===== src/rtl/chip8_pkg.sv =====
// Shared types and constants for the CHIP-8 register-to-register instruction sequencer.
// Also holds the opcode decoder that maps an instruction word to its register access path.
package chip8_pkg;

  localparam int unsigned REG_COUNT = 16;
  localparam int unsigned DATA_W    = 8;
  localparam int unsigned ADDR_W    = 4;
  localparam int unsigned OPCODE_W  = 16;

  localparam logic [ADDR_W-1:0] FLAG_REG   = 4'hF;
  localparam logic [3:0]        OP_LD_IMM  = 4'h6;
  localparam logic [3:0]        OP_ADD_IMM = 4'h7;
  localparam logic [3:0]        OP_ALU     = 4'h8;

  typedef enum logic [2:0] {
    ST_IDLE,
    ST_READ_X,
    ST_READ_Y,
    ST_WRITE_X,
    ST_WRITE_F
  } seq_state_e;

  // Values 0-7 and E match the 8XYN subfunction nibble; ADD_NF is the flagless 7XNN add.
  typedef enum logic [3:0] {
    ALU_MOV    = 4'h0,
    ALU_OR     = 4'h1,
    ALU_AND    = 4'h2,
    ALU_XOR    = 4'h3,
    ALU_ADD    = 4'h4,
    ALU_SUB    = 4'h5,
    ALU_SHR    = 4'h6,
    ALU_SUBN   = 4'h7,
    ALU_ADD_NF = 4'h8,
    ALU_SHL    = 4'hE
  } alu_fn_e;

  typedef struct packed {
    logic              valid;
    logic              rd_x;
    logic              rd_y;
    logic              use_imm;
    alu_fn_e           fn;
    logic [ADDR_W-1:0] x;
    logic [ADDR_W-1:0] y;
    logic [DATA_W-1:0] nn;
  } op_dec_t;

  function automatic op_dec_t decode_op(input logic [OPCODE_W-1:0] op);
    op_dec_t d;
    d.valid   = 1'b0;
    d.rd_x    = 1'b0;
    d.rd_y    = 1'b0;
    d.use_imm = 1'b0;
    d.fn      = ALU_MOV;
    d.x       = op[11:8];
    d.y       = op[7:4];
    d.nn      = op[7:0];
    case (op[15:12])
      OP_LD_IMM: begin
        d.valid   = 1'b1;
        d.use_imm = 1'b1;
      end
      OP_ADD_IMM: begin
        d.valid   = 1'b1;
        d.rd_x    = 1'b1;
        d.use_imm = 1'b1;
        d.fn      = ALU_ADD_NF;
      end
      OP_ALU: begin
        case (op[3:0])
          4'h0: begin
            d.valid = 1'b1;
            d.rd_y  = 1'b1;
          end
          4'h1, 4'h2, 4'h3, 4'h4, 4'h5, 4'h7: begin
            d.valid = 1'b1;
            d.rd_x  = 1'b1;
            d.rd_y  = 1'b1;
            d.fn    = alu_fn_e'(op[3:0]);
          end
          4'h6, 4'hE: begin
            d.valid = 1'b1;
            d.rd_x  = 1'b1;
            d.fn    = alu_fn_e'(op[3:0]);
          end
          default: d.valid = 1'b0;
        endcase
      end
      default: d.valid = 1'b0;
    endcase
    return d;
  endfunction

endpackage


===== src/rtl/alu_op_sequencer_if.sv =====
// Control-unit handshake plus register-file port of the ALU op sequencer.
interface alu_op_sequencer_if;
  logic                                start;
  logic [chip8_pkg::OPCODE_W-1:0]      opcode;
  logic                                busy;
  logic                                done;
  logic                                illegal;
  logic [chip8_pkg::ADDR_W-1:0]        reg_address;
  logic                                reg_write;
  logic [chip8_pkg::DATA_W-1:0]        reg_write_data;
  logic [chip8_pkg::DATA_W-1:0]        reg_data;

  modport slave (
    input  start, opcode, reg_data,
    output busy, done, illegal, reg_address, reg_write, reg_write_data
  );

  modport master (
    output start, opcode, reg_data,
    input  busy, done, illegal, reg_address, reg_write, reg_write_data
  );
endinterface


===== src/rtl/alu_op_sequencer_alu8.sv =====
// Combinational 8-bit ALU for the CHIP-8 8XYN family plus the flagless 7XNN add.
module alu8
  import chip8_pkg::*;
(
  input  logic [DATA_W-1:0] i_a,
  input  logic [DATA_W-1:0] i_b,
  input  alu_fn_e           i_subfn,
  output logic [DATA_W-1:0] o_result,
  output logic              o_flag,
  output logic              o_writes_flag
);

  logic [DATA_W:0] w_sum;
  logic [DATA_W:0] w_diff_ab;
  logic [DATA_W:0] w_diff_ba;

  // Ninth bit of a difference is the borrow, so no borrow means minuend >= subtrahend.
  assign w_sum     = {1'b0, i_a} + {1'b0, i_b};
  assign w_diff_ab = {1'b0, i_a} - {1'b0, i_b};
  assign w_diff_ba = {1'b0, i_b} - {1'b0, i_a};

  always_comb begin
    o_result      = '0;
    o_flag        = 1'b0;
    o_writes_flag = 1'b0;
    case (i_subfn)
      ALU_MOV:    o_result = i_b;
      ALU_OR:     o_result = i_a | i_b;
      ALU_AND:    o_result = i_a & i_b;
      ALU_XOR:    o_result = i_a ^ i_b;
      ALU_ADD_NF: o_result = w_sum[DATA_W-1:0];
      ALU_ADD: begin
        o_result      = w_sum[DATA_W-1:0];
        o_flag        = w_sum[DATA_W];
        o_writes_flag = 1'b1;
      end
      ALU_SUB: begin
        o_result      = w_diff_ab[DATA_W-1:0];
        o_flag        = ~w_diff_ab[DATA_W];
        o_writes_flag = 1'b1;
      end
      ALU_SUBN: begin
        o_result      = w_diff_ba[DATA_W-1:0];
        o_flag        = ~w_diff_ba[DATA_W];
        o_writes_flag = 1'b1;
      end
      ALU_SHR: begin
        o_result      = {1'b0, i_a[DATA_W-1:1]};
        o_flag        = i_a[0];
        o_writes_flag = 1'b1;
      end
      ALU_SHL: begin
        o_result      = {i_a[DATA_W-2:0], 1'b0};
        o_flag        = i_a[DATA_W-1];
        o_writes_flag = 1'b1;
      end
      default: o_result = '0;
    endcase
  end

endmodule


===== src/rtl/alu_op_sequencer.sv =====
// Multi-cycle executor for CHIP-8 6XNN, 7XNN and 8XYN instructions; sole master of the
// 16x8 register file while busy. All register-file outputs are registered from state + latches.
module alu_op_sequencer
  import chip8_pkg::*;
(
  input  logic               clk,
  input  logic               rst,
  alu_op_sequencer_if.slave  bus
);

  seq_state_e        r_state;
  logic [ADDR_W-1:0] r_x;
  logic [ADDR_W-1:0] r_y;
  logic [DATA_W-1:0] r_nn;
  alu_fn_e           r_fn;
  logic              r_rd_y;
  logic              r_use_imm;
  logic [DATA_W-1:0] r_vx;
  logic [DATA_W-1:0] r_vy;

  logic              r_busy;
  logic              r_done;
  logic              r_illegal;
  logic [ADDR_W-1:0] r_reg_address;
  logic              r_reg_write;
  logic [DATA_W-1:0] r_reg_write_data;

  op_dec_t           w_dec;
  logic [DATA_W-1:0] w_a;
  logic [DATA_W-1:0] w_b;
  logic [DATA_W-1:0] w_result;
  logic              w_flag;
  logic              w_writes_flag;

  assign w_dec = decode_op(bus.opcode);

  // Operand being captured this cycle feeds the ALU directly so WRITE_X data is ready on entry.
  assign w_a = (r_state == ST_READ_X) ? bus.reg_data : r_vx;
  assign w_b = r_use_imm ? r_nn : ((r_state == ST_READ_Y) ? bus.reg_data : r_vy);

  alu8 u_alu (
    .i_a           (w_a),
    .i_b           (w_b),
    .i_subfn       (r_fn),
    .o_result      (w_result),
    .o_flag        (w_flag),
    .o_writes_flag (w_writes_flag)
  );

  always_ff @(posedge clk or posedge rst) begin
    if (rst) begin
      r_state          <= ST_IDLE;
      r_x              <= '0;
      r_y              <= '0;
      r_nn             <= '0;
      r_fn             <= ALU_MOV;
      r_rd_y           <= 1'b0;
      r_use_imm        <= 1'b0;
      r_vx             <= '0;
      r_vy             <= '0;
      r_busy           <= 1'b0;
      r_done           <= 1'b0;
      r_illegal        <= 1'b0;
      r_reg_address    <= '0;
      r_reg_write      <= 1'b0;
      r_reg_write_data <= '0;
    end else begin
      r_done    <= 1'b0;
      r_illegal <= 1'b0;
      case (r_state)
        ST_IDLE: begin
          r_reg_address    <= '0;
          r_reg_write      <= 1'b0;
          r_reg_write_data <= '0;
          r_busy           <= 1'b0;
          if (bus.start) begin
            r_x       <= w_dec.x;
            r_y       <= w_dec.y;
            r_nn      <= w_dec.nn;
            r_fn      <= w_dec.fn;
            r_rd_y    <= w_dec.rd_y;
            r_use_imm <= w_dec.use_imm;
            if (!w_dec.valid) begin
              r_done    <= 1'b1;
              r_illegal <= 1'b1;
            end else if (w_dec.rd_x) begin
              r_state       <= ST_READ_X;
              r_busy        <= 1'b1;
              r_reg_address <= w_dec.x;
            end else if (w_dec.rd_y) begin
              r_state       <= ST_READ_Y;
              r_busy        <= 1'b1;
              r_reg_address <= w_dec.y;
            end else begin
              // 6XNN: immediate goes straight to the write state.
              r_state          <= ST_WRITE_X;
              r_busy           <= 1'b1;
              r_reg_address    <= w_dec.x;
              r_reg_write      <= 1'b1;
              r_reg_write_data <= w_dec.nn;
            end
          end
        end
        ST_READ_X: begin
          r_vx <= bus.reg_data;
          if (r_rd_y) begin
            r_state       <= ST_READ_Y;
            r_reg_address <= r_y;
          end else begin
            r_state          <= ST_WRITE_X;
            r_reg_address    <= r_x;
            r_reg_write      <= 1'b1;
            r_reg_write_data <= w_result;
          end
        end
        ST_READ_Y: begin
          r_vy             <= bus.reg_data;
          r_state          <= ST_WRITE_X;
          r_reg_address    <= r_x;
          r_reg_write      <= 1'b1;
          r_reg_write_data <= w_result;
        end
        ST_WRITE_X: begin
          if (w_writes_flag) begin
            r_state          <= ST_WRITE_F;
            r_reg_address    <= FLAG_REG;
            r_reg_write      <= 1'b1;
            r_reg_write_data <= DATA_W'(w_flag);
          end else begin
            r_state          <= ST_IDLE;
            r_busy           <= 1'b0;
            r_done           <= 1'b1;
            r_reg_address    <= '0;
            r_reg_write      <= 1'b0;
            r_reg_write_data <= '0;
          end
        end
        ST_WRITE_F: begin
          r_state          <= ST_IDLE;
          r_busy           <= 1'b0;
          r_done           <= 1'b1;
          r_reg_address    <= '0;
          r_reg_write      <= 1'b0;
          r_reg_write_data <= '0;
        end
        default: begin
          r_state          <= ST_IDLE;
          r_busy           <= 1'b0;
          r_reg_address    <= '0;
          r_reg_write      <= 1'b0;
          r_reg_write_data <= '0;
        end
      endcase
    end
  end

  assign bus.busy           = r_busy;
  assign bus.done           = r_done;
  assign bus.illegal        = r_illegal;
  assign bus.reg_address    = r_reg_address;
  assign bus.reg_write      = r_reg_write;
  assign bus.reg_write_data = r_reg_write_data;

endmodule


===== src/flat_wrapper.sv =====
// flat-port wrapper written by rule: the top's interface ports become plain ports
module alu_op_sequencer_flat import chip8_pkg::*;
  (clk, rst, bus_start, bus_opcode, bus_reg_data, bus_busy, bus_done, bus_illegal, bus_reg_address, bus_reg_write, bus_reg_write_data);
  alu_op_sequencer_if bus_i ();
  input  logic clk;
  input  logic rst;
  input wire logic [$bits(bus_i.start)-1:0] bus_start;
  input wire logic [$bits(bus_i.opcode)-1:0] bus_opcode;
  input wire logic [$bits(bus_i.reg_data)-1:0] bus_reg_data;
  output wire logic [$bits(bus_i.busy)-1:0] bus_busy;
  output wire logic [$bits(bus_i.done)-1:0] bus_done;
  output wire logic [$bits(bus_i.illegal)-1:0] bus_illegal;
  output wire logic [$bits(bus_i.reg_address)-1:0] bus_reg_address;
  output wire logic [$bits(bus_i.reg_write)-1:0] bus_reg_write;
  output wire logic [$bits(bus_i.reg_write_data)-1:0] bus_reg_write_data;
  assign bus_i.start = bus_start;
  assign bus_i.opcode = bus_opcode;
  assign bus_i.reg_data = bus_reg_data;
  assign bus_busy = bus_i.busy;
  assign bus_done = bus_i.done;
  assign bus_illegal = bus_i.illegal;
  assign bus_reg_address = bus_i.reg_address;
  assign bus_reg_write = bus_i.reg_write;
  assign bus_reg_write_data = bus_i.reg_write_data;
  alu_op_sequencer u_core (.clk(clk), .rst(rst), .bus(bus_i));
endmodule

===== config.mk =====
export PLATFORM = sky130hd
export DESIGN_NAME = alu_op_sequencer_flat
export DESIGN_NICKNAME = d
export VERILOG_FILES = /design/src/rtl/chip8_pkg.sv /design/src/rtl/alu_op_sequencer_if.sv /design/src/rtl/alu_op_sequencer_alu8.sv /design/src/rtl/alu_op_sequencer.sv /design/src/flat_wrapper.sv
export SDC_FILE = /design/constraint.sdc
export NUM_CORES = 1
export LEC_CHECK = 0
export BUFFER_PORTS_ARGS = -buffer_cell sky130_fd_sc_hd__buf_2
export CORE_MARGIN = 1.5
export CORE_UTILIZATION = 56
export CTS_BUF_LIST = sky130_fd_sc_hd__clkbuf_8
export DETAILED_ROUTE_END_ITERATION = 10
export PLACE_DENSITY_LB_ADDON = 0.2
export SYNTH_ARGS = -nofsm -noshare
export SYNTH_HDL_FRONTEND = slang
export SYNTH_SLANG_ARGS = --single-unit

===== constraint.sdc =====
create_clock -name clk -period 3.78 [get_ports clk]
set_clock_uncertainty 0.1 [all_clocks]
set_input_delay 0.567 -clock clk [delete_from_list [all_inputs] [get_ports clk]]
set_output_delay 0.567 -clock clk [all_outputs]
set_load 0.02 [all_outputs]

# == Word level (Yosys, flattened, before mapping) ==
# Index checks and enable logic that the tools add are counted.
# totals
regBits,57
input_bits,27
output_inout_bits,16
elab_cells,117
# classes
addsub,3
n_eq_ne,28
n_mux,52
bitwise,6
n_reduce_logical,13
# ops
op,count
8-bit case mux with 9 select lines,1
8-bit 2-to-1 mux,8
"4-bit by 3-bit == test with 1-bit output, second input constant",10
8-bit case mux with 4 select lines,1
4-bit 2-to-1 mux,7
1-bit 2-to-1 mux,22
8-bit by 8-bit subtractor with 9-bit output,2
"4-bit by 2-bit == test with 1-bit output, second input constant",4
"4-bit == test, second input constant",4
4-bit case mux with 4 select lines,1
3-bit 2-to-1 mux,4
3-bit case mux with 4 select lines,1
8-bit by 8-bit adder with 9-bit output,1
9-bit OR reduction,1
8-bit AND,1
"4-bit by 1-bit == test with 1-bit output, second input constant",2
4-bit zero test,2
8-bit OR,1
4-bit case mux with 2 select lines,1
8-bit OR reduction,1
8-bit bitwise XOR,1
7-bit OR reduction,1
"3-bit by 2-bit == test with 1-bit output, second input constant",2
"2-bit inequality test, second input constant",3
other kinds (12),20

# == Depth between registers and ports, before layout ==
# Gate-level depths: netlist of run 1.
# logic_depth
ltp_word,9
mapped_depth,14
depth_no_buf,13

# == By module ==
# A second synthesis of run 1 with hierarchy kept.
# hier_totals
cells_unflattened,493
hier_area_um2,4366.7
# modules_own_cells
mod,instances,cells_per_inst,area_per_inst_um2,seq_area_each_um2
alu_op_sequencer,1,238,2527.4,1326.3
alu8,1,255,1839.3,0.0

# == Worst setup path before layout of run 1 ==
# No wires, ideal clock.
# synth_timing
path_kind,register to register
startpoint,register u_core.r_state[0]
endpoint,register u_core.r_reg_write_data[7] (netlist: u_core.bus.reg_write_data[7])
t_arrival_ns,3.298
required_ns,3.549
setup_slack_ns,0.251
stages_incl_launch_ff,14
path_cell_list,dfrtp_1 > buf_6 > or3b_1 > buf_6 > mux2_2 > mux2i_1 > inv_1 > ha_1 > clkbuf_1 > inv_1 > a221oi_1 > mux2_2 > nor4b_1 > o21ai_0
# synth_between
elab_chain_cells,7
word_cells_on_any_way,17
# synth_rtl
item,line_no,rtl
start: declaration,alu_op_sequencer.sv:11,seq_state_e r_state;
start signal: assignment,alu_op_sequencer.sv:52,r_state <= ST_IDLE;
start signal: assignment,alu_op_sequencer.sv:87,r_state <= ST_READ_X;
start signal: assignment,alu_op_sequencer.sv:91,r_state <= ST_READ_Y;
3-bit by 2-bit == test with 1-bit output,"alu_op_sequencer.sv:39, alu_op_sequencer.sv:70",
8-bit 2-to-1 mux,--,
8-bit 2-to-1 mux,alu_op_sequencer.sv:39,assign w_b = r_use_imm ? r_nn : ((r_state == ST_READ_Y) ? bus.reg_data : r_vy);
8-bit by 8-bit subtractor with 9-bit output (tied with other cells),alu_op_sequencer_alu8.sv:20,"assign w_diff_ba = {1'b0, i_b} - {1'b0, i_a};"
8-bit case mux with 9 select lines,alu_op_sequencer_alu8.sv:26,case (i_subfn)
8-bit 2-to-1 mux,alu_op_sequencer.sv:106,if (r_rd_y) begin
8-bit case mux with 4 select lines,alu_op_sequencer.sv:70,case (r_state)
end signal: assignment,alu_op_sequencer.sv:100,r_reg_write_data <= w_dec.nn;
end signal: assignment,alu_op_sequencer.sv:113,r_reg_write_data <= w_result;
end signal: assignment,alu_op_sequencer.sv:121,r_reg_write_data <= w_result;
end: declaration,alu_op_sequencer.sv:26,logic [DATA_W-1:0] r_reg_write_data;
# Several ways; a longest one is shown, not always the timed one. The select of a mux whose other input is x is not followed.
# A chain may end at the register's enable or synchronous reset.

# == Final worst setup path of run 1 ==
# layout_timing
startpoint,register u_core.r_state[2]
endpoint,register u_core.r_reg_write_data[0] (netlist: u_core.bus.reg_write_data[0])
# layout_between
elab_chain_cells,8
word_cells_on_any_way,21
# layout_rtl
item,line_no,rtl
3-bit by 2-bit == test with 1-bit output,"alu_op_sequencer.sv:39, alu_op_sequencer.sv:70",
8-bit 2-to-1 mux,--,
8-bit 2-to-1 mux,alu_op_sequencer.sv:39,
"8-bit by 8-bit subtractor with 9-bit output, on equally long branches","alu_op_sequencer_alu8.sv:20, alu_op_sequencer_alu8.sv:19",
"1-bit inverter, on equally long branches","alu_op_sequencer_alu8.sv:44, alu_op_sequencer_alu8.sv:39",
1-bit case mux with 5 select lines,alu_op_sequencer_alu8.sv:26,
1-bit 2-to-1 mux,alu_op_sequencer.sv:124,if (w_writes_flag) begin
8-bit case mux with 4 select lines,alu_op_sequencer.sv:70,
end signal: assignment,alu_op_sequencer.sv:100,
end signal: assignment,alu_op_sequencer.sv:121,
end signal: assignment,alu_op_sequencer.sv:128,r_reg_write_data <= DATA_W'(w_flag);
# Several ways; a longest one is shown, not always the timed one. The select of a mux whose other input is x is not followed.

==> results.yml, run 1 <==
outcome:
  status: "complete, no violations"
routing:
  drc: 0
  wirelength_um: 12400
  viasPerCell: 6.30
  ant_nets: 0
  post_drt_wl_per_cell_um: 19.2
  drt_iter0_markers: 482
  vias: 4058
  drt_first_pass_iters: 5
yosys:
  synth-simple-area-share_pct: 20.9
  synth_area_mm2: 0.00429
  synth_compound_area_share_pct: 19.7
  synth_mux_area_share_pct: 9.43
  async_flop_share_pct: 100
  synth_top_family_by_area: "simple AND/OR/NAND/NOR gates"
  synthDistinctLibCells: 66
  synth_fp_nets: 563
  yosysWarnings: 0
  synth_xor_area_share_pct: 1.23
  ys_ff_latch: 53
  ys_seq_area_share_pct: 30.9
  synth_ff_type: "dfrtp_1"
  syn_avg_cell_area_um2: 8.61
  synth_edf_count: 0
  synthAdderAreaFrac_pct: 11.6
  syn_inst: 498
clock_tree:
  cts.path.max_buffers: 2
  cts_tree: "built"
  holdBufCountCts: 0
  clk_latency_ns: 0.31
  cts_root_buf: "clkbuf_8"
  cts_sinks: 53
  numCtsBuffers: 5
  path_clk_slew_ns: 0.10
  cts_max_level: 2
die:
  rows: 31
  coreArea_mm2: 0.00733
  dieArea_mm2: 0.00819
  die_h_um: 90.5
  die_width_um: 90.5
  io_pins: 43
  start_util_pct: 58.5
critical_path:
  crit_chain: "or3b_4 -> buf_4 -> mux2_2 -> nor2_1 -> nor2_1 -> ha_1 -> nor3b_1 -> a211o_1 -> buf_4 -> o2111ai_1 -> nor2_1 -> o41a_1 -> a221o_1"
  end_kind: "register"
  cp_top_family: "compound AO/OA/AOI/OAI gates"
  cpMaxStageDelayCell: "dfrtp_1"
  reg2reg_slack_ns: 0.13
  path_common_cell: "nor2_1"
  critPathRequiredTime_ns: 3.88
  r2r-start: "u_core.r_state[2]"
  crit_type: "reg2reg"
  cp-start-kind: "register"
  path_max_fanout: 6
  worstPathArrival_ns: 3.75
  r2r-end: "u_core.bus.reg_write_data[0]"
  reg2reg_depth: 13
  critPathLaunch: "u_core.r_state[2]"
  worst-path-buf-inv: 2
  slowest_delay_ns: 0.45
global_route:
  grt_usage_pct: 30.9
  antenna_found_initial: 0
  gr-total-overflow: 0
  grt_start_max_net_pins: 45
  grt_first_pass_wirelength_um: 20200
  grt_pass1_vias: 3870
place:
  place.gp.congestion: 1.04
  post-dp-hpwl_um: 9490
  port_buffers: 42
cells_and_area:
  final_common_cell: "nand2_1"
  final_cell_mix: "nand2_1 (75), dfrtp_1 (53), nor2_1 (42), buf_2 (42), ha_1 (34)"
  multi_input_area_mm2: 0.00274
  layout.nets: 609
  layout.area.seq_mm2: 0.00133
  nFillCells: 588
  num_antenna_cells: 0
  drive_gt1_share_pct: 20.4
  synthToLayoutAreaGrowth_pct: 13.1
job:
  maxCapViolCount: 0
sta:
  grt_setup_unrepaired: "yes"
  worst_pin_slew_ns: 0.915
  hold_viol_final: 0
  timing.final.crit_share_pct: 96.6
  min_period_ns: 3.65
  max_slew_margin_pct: 38.9
  slew_viol_final: 0
  whs_ns: 0.343
  setup_viol: 0
  max_freq_mhz: 274
worst_hold_path:
  hold_class: "in2async"
cell type report:
cell class / instances / share of cell area, %
Tap cell: 99 / 2.56
Clock buffer: 6 / 1.70
Clock inverter: 2 / 0.775
Timing Repair Buffer: 68 / 8.62
Multi-Input combinational cell: 384 / 56.5
Sequential cell: 53 / 27.4
Inverter: 32 / 2.48
worst reg2reg max path, cell delays in order (launching register included):
cell	delay, ns
dfrtp_1	0.45
or3b_4	0.45
buf_4	0.19
mux2_2	0.29
nor2_1	0.12
nor2_1	0.10
ha_1	0.32
nor3b_1	0.06
a211o_1	0.33
buf_4	0.16
o2111ai_1	0.27
nor2_1	0.07
o41a_1	0.36
a221o_1	0.26
metrics by stage:
stage	util, %	setup TNS (ns)	instance area [um2]	instances	setup WS [ns]
after global placement	63.7	-0.195	4670	633	-0.195
after CTS	65.6	0	4810	641	0.0370
after floorplan	-	0	4290	498	0.251
final	66.1	0	4850	644	0.127
after detailed placement	63.7	-0.270	4670	633	-0.270
after global routing	66.1	-0.00716	4850	644	-0.00538
sequential cells by signal, indices dropped and copies added (netlist names):
signal                     flops
u_core.bus.busy                1
u_core.bus.done                1
u_core.bus.illegal             1
u_core.bus.reg_address         4
u_core.bus.reg_write           1
u_core.bus.reg_write_data      8
u_core.r_fn                    4
u_core.r_nn                    8
u_core.r_rd_y                  1
u_core.r_state                 3
u_core.r_use_imm               1
u_core.r_vx                    8
u_core.r_vy                    8
u_core.r_x                     4
cell usage after synthesis, types with 9 or more instances:
library cell | instances | share of area [%]
mux2_2 | 11 | 2.9
ha_1 | 35 | 10
nand2_1 | 75 | 6.6
nand2b_1 | 9 | 1.3
clkbuf_1 | 20 | 1.8
mux2i_1 | 19 | 4.4
dfrtp_1 | 53 | 31
o21ai_0 | 23 | 2.7
inv_1 | 31 | 2.7
a21oi_1 | 28 | 3.3
nor2_1 | 42 | 3.7
how the worst max path moves through the flow:
stage | to | slack (ns) | cells after the start
floorplan | u_core.bus.reg_write_data[7] | 0.25 | 13
global placement | u_core.bus.reg_write_data[7] | -0.20 | 10
detailed placement | u_core.bus.reg_write_data[7] | -0.27 | 12
CTS | u_core.bus.reg_write_data[7] | 0.04 | 12
global route | u_core.bus.reg_write_data[6] | -0.005 | 14
finish | u_core.bus.reg_write_data[0] | 0.13 | 13
cells by family after synthesis:
family	Yosys count
AND/OR/NAND/NOR	182
AO/OA/AOI/OAI	123
buffers and inverters	61
flip-flops	53
adder cells (fa/ha/maj)	38
multiplexers	35
XOR/XNOR	6
what timing repair did:
action	in CTS	in global routing
pin swaps	0	4
hold endpoints to repair	0	0
cloned	0	0
setup buffers	0	3
resized for setup	3	7
endpoints found under the setup margin	1	3
metal layers:
metal  routed length, um  track usage [%]  vias to the layer above
li1                    -                -                     1860
met1                5510             45.0                     1972
met2                5690             48.2                      196
met3                 897             3.20                       30
met4                 286             9.52                        0
met5                   0                0                        -
Power of run 1 is not shown: default switching activity piles up to over one toggle a cycle in this logic, so the estimate is an artifact.
==> inputs of run 2 (changes only) <==
Settings changed: CORE_UTILIZATION 56 to 45.
==> run 2 against run 1 <==
Against the previous run: cell area grew 1.3%; clock-buffer cell count is the same; flip-flop and latch count is the same; hold slack lost 0.082 ns; final cell count grew 5.1%; non-clock buffer count grew 3; maximum frequency shrank 1.9%; highest routed layer unchanged.
==> results.yml, run 2 (synthesis gave the netlist of run 1 again) <==
outcome:
  status: "complete, no violations"
critical_path:
  path_common_cell: "mux2_4"
  cp_top_family: "simple AND/OR/NAND/NOR gates"
  cpMaxStageDelayCell: "or3b_4"
  worstPathArrival_ns: 3.81
  reg2reg_slack_ns: 0.05
  cp-start-kind: "register"
  worst-path-buf-inv: 0
  crit_type: "reg2reg"
  slowest_delay_ns: 0.45
  path_max_fanout: 6
  crit_chain: "or3b_4 -> mux2_4 -> mux2_4 -> ha_1 -> nor3b_1 -> or3_1 -> a221oi_1 -> mux2_2 -> nor4b_4 -> o21ai_0"
  critPathRequiredTime_ns: 3.86
  end_kind: "register"
global_route:
  antenna_found_initial: 0
  grt_pass1_vias: 3828
  gr-total-overflow: 0
  grt_first_pass_wirelength_um: 20200
  grt_start_max_net_pins: 34
  grt_usage_pct: 25.7
clock_tree:
  cts_sinks: 53
  cts_max_level: 2
  numCtsBuffers: 5
  cts_root_buf: "clkbuf_8"
  path_clk_slew_ns: 0.11
  clk_latency_ns: 0.31
  cts_tree: "built"
  post_cts_buffers: 0
  cts.path.max_buffers: 2
  holdBufCountCts: 0
routing:
  vias: 3924
  viasPerCell: 5.80
  drc: 0
  post_drt_wl_per_cell_um: 18.5
  wirelength_um: 12500
  drt_first_pass_iters: 5
  ant_nets: 0
  drt_iter0_markers: 328
die:
  die_width_um: 101
  rows: 35
  coreArea_mm2: 0.00924
  io_pins: 43
  die_h_um: 101
  start_util_pct: 46.4
  dieArea_mm2: 0.0101
sta:
  timing.final.crit_share_pct: 98.5
  worst_pin_slew_ns: 0.818
  max_slew_margin_pct: 45.2
  slew_viol_final: 0
  fin_tns_setup_ns: 0
  max_freq_mhz: 268
  hold_viol_final: 0
  min_period_ns: 3.73
  whs_ns: 0.261
  setup_viol: 0
cells_and_area:
  final_common_cell: "nand2_1"
  layout.nets: 612
  drive_gt1_share_pct: 20.8
  finalNonFillerCells: 677
  synthToLayoutAreaGrowth_pct: 14.6
  num_antenna_cells: 0
  nFillCells: 858
  final_cell_mix: "nand2_1 (75), dfrtp_1 (53), nor2_1 (42), buf_2 (42), ha_1 (34)"
  fin_area_mm2: 0.00491
place:
  postPlaceCellArea_mm2: 0.00474
  dp.cells: 669
  port_buffers: 42
  place.gp.congestion: 0.961
  post-dp-hpwl_um: 9690
worst_hold_path:
  hold_class: "in2async"
job:
  maxCapViolCount: 0
[run 2: timing repair]
action,CTS,global route
endpoints found under the setup margin,1,3
resized for setup,1,10
pin swaps,0,0
gates cloned,0,0
[run 2: area by class of cell]
| type | count | area, um2 | area share [%] |
|---|---|---|---|
| inverter | 32 | 120 | 2.45 |
| sequential | 53 | 1330 | 27.0 |
| clock inverter | 2 | 37.5 | 0.765 |
| clock buffer | 6 | 82.6 | 1.68 |
| tap | 129 | 161 | 3.29 |
| timing repair buffer | 71 | 428 | 8.72 |
| multi-input combinational | 384 | 2750 | 56.1 |
[run 2: metal layers]
layer,GRT usage [%],share of wire [%],wire [um],vias to the layer above
li1,-,-,-,1860
met1,36.0,46,5710,1864
met2,41.0,46,5690,174
met3,3.05,5.7,715,26
met4,8.88,3.1,382,0
met5,0,0,0,-
[run 2: final timing paths]
| check | startpoint | endpoint | cells after the start |
|---|---|---|---|
| max | u_core.r_state[2] | u_core.bus.reg_write_data[7] | 10 |
| min | rst | u_core.r_x[3] | 2 |
| max reg2reg | u_core.r_state[2] | u_core.bus.reg_write_data[7] | 10 |
| min reg2reg | u_core.r_vy[1] | u_core.r_vy[1] | 2 |
| max in group asynchronous | rst | u_core.r_vy[3] | 3 |
| min in group clk | bus_opcode[9] | u_core.r_x[1] | 3 |
[run 2: per-stage QoR]
| stage | setup WS (ns) | util [%] |
|---|---|---|
| final | 0.0549 | 53.1 |
| after global routing | -0.0363 | 53.1 |
| after CTS | 0.0232 | 52.6 |
| after detailed placement | -0.0495 | 51.3 |
| after global placement | 0.0815 | 51.3 |
| after floorplan | 0.251 | - |
Power of run 2 is left out for the same reason.
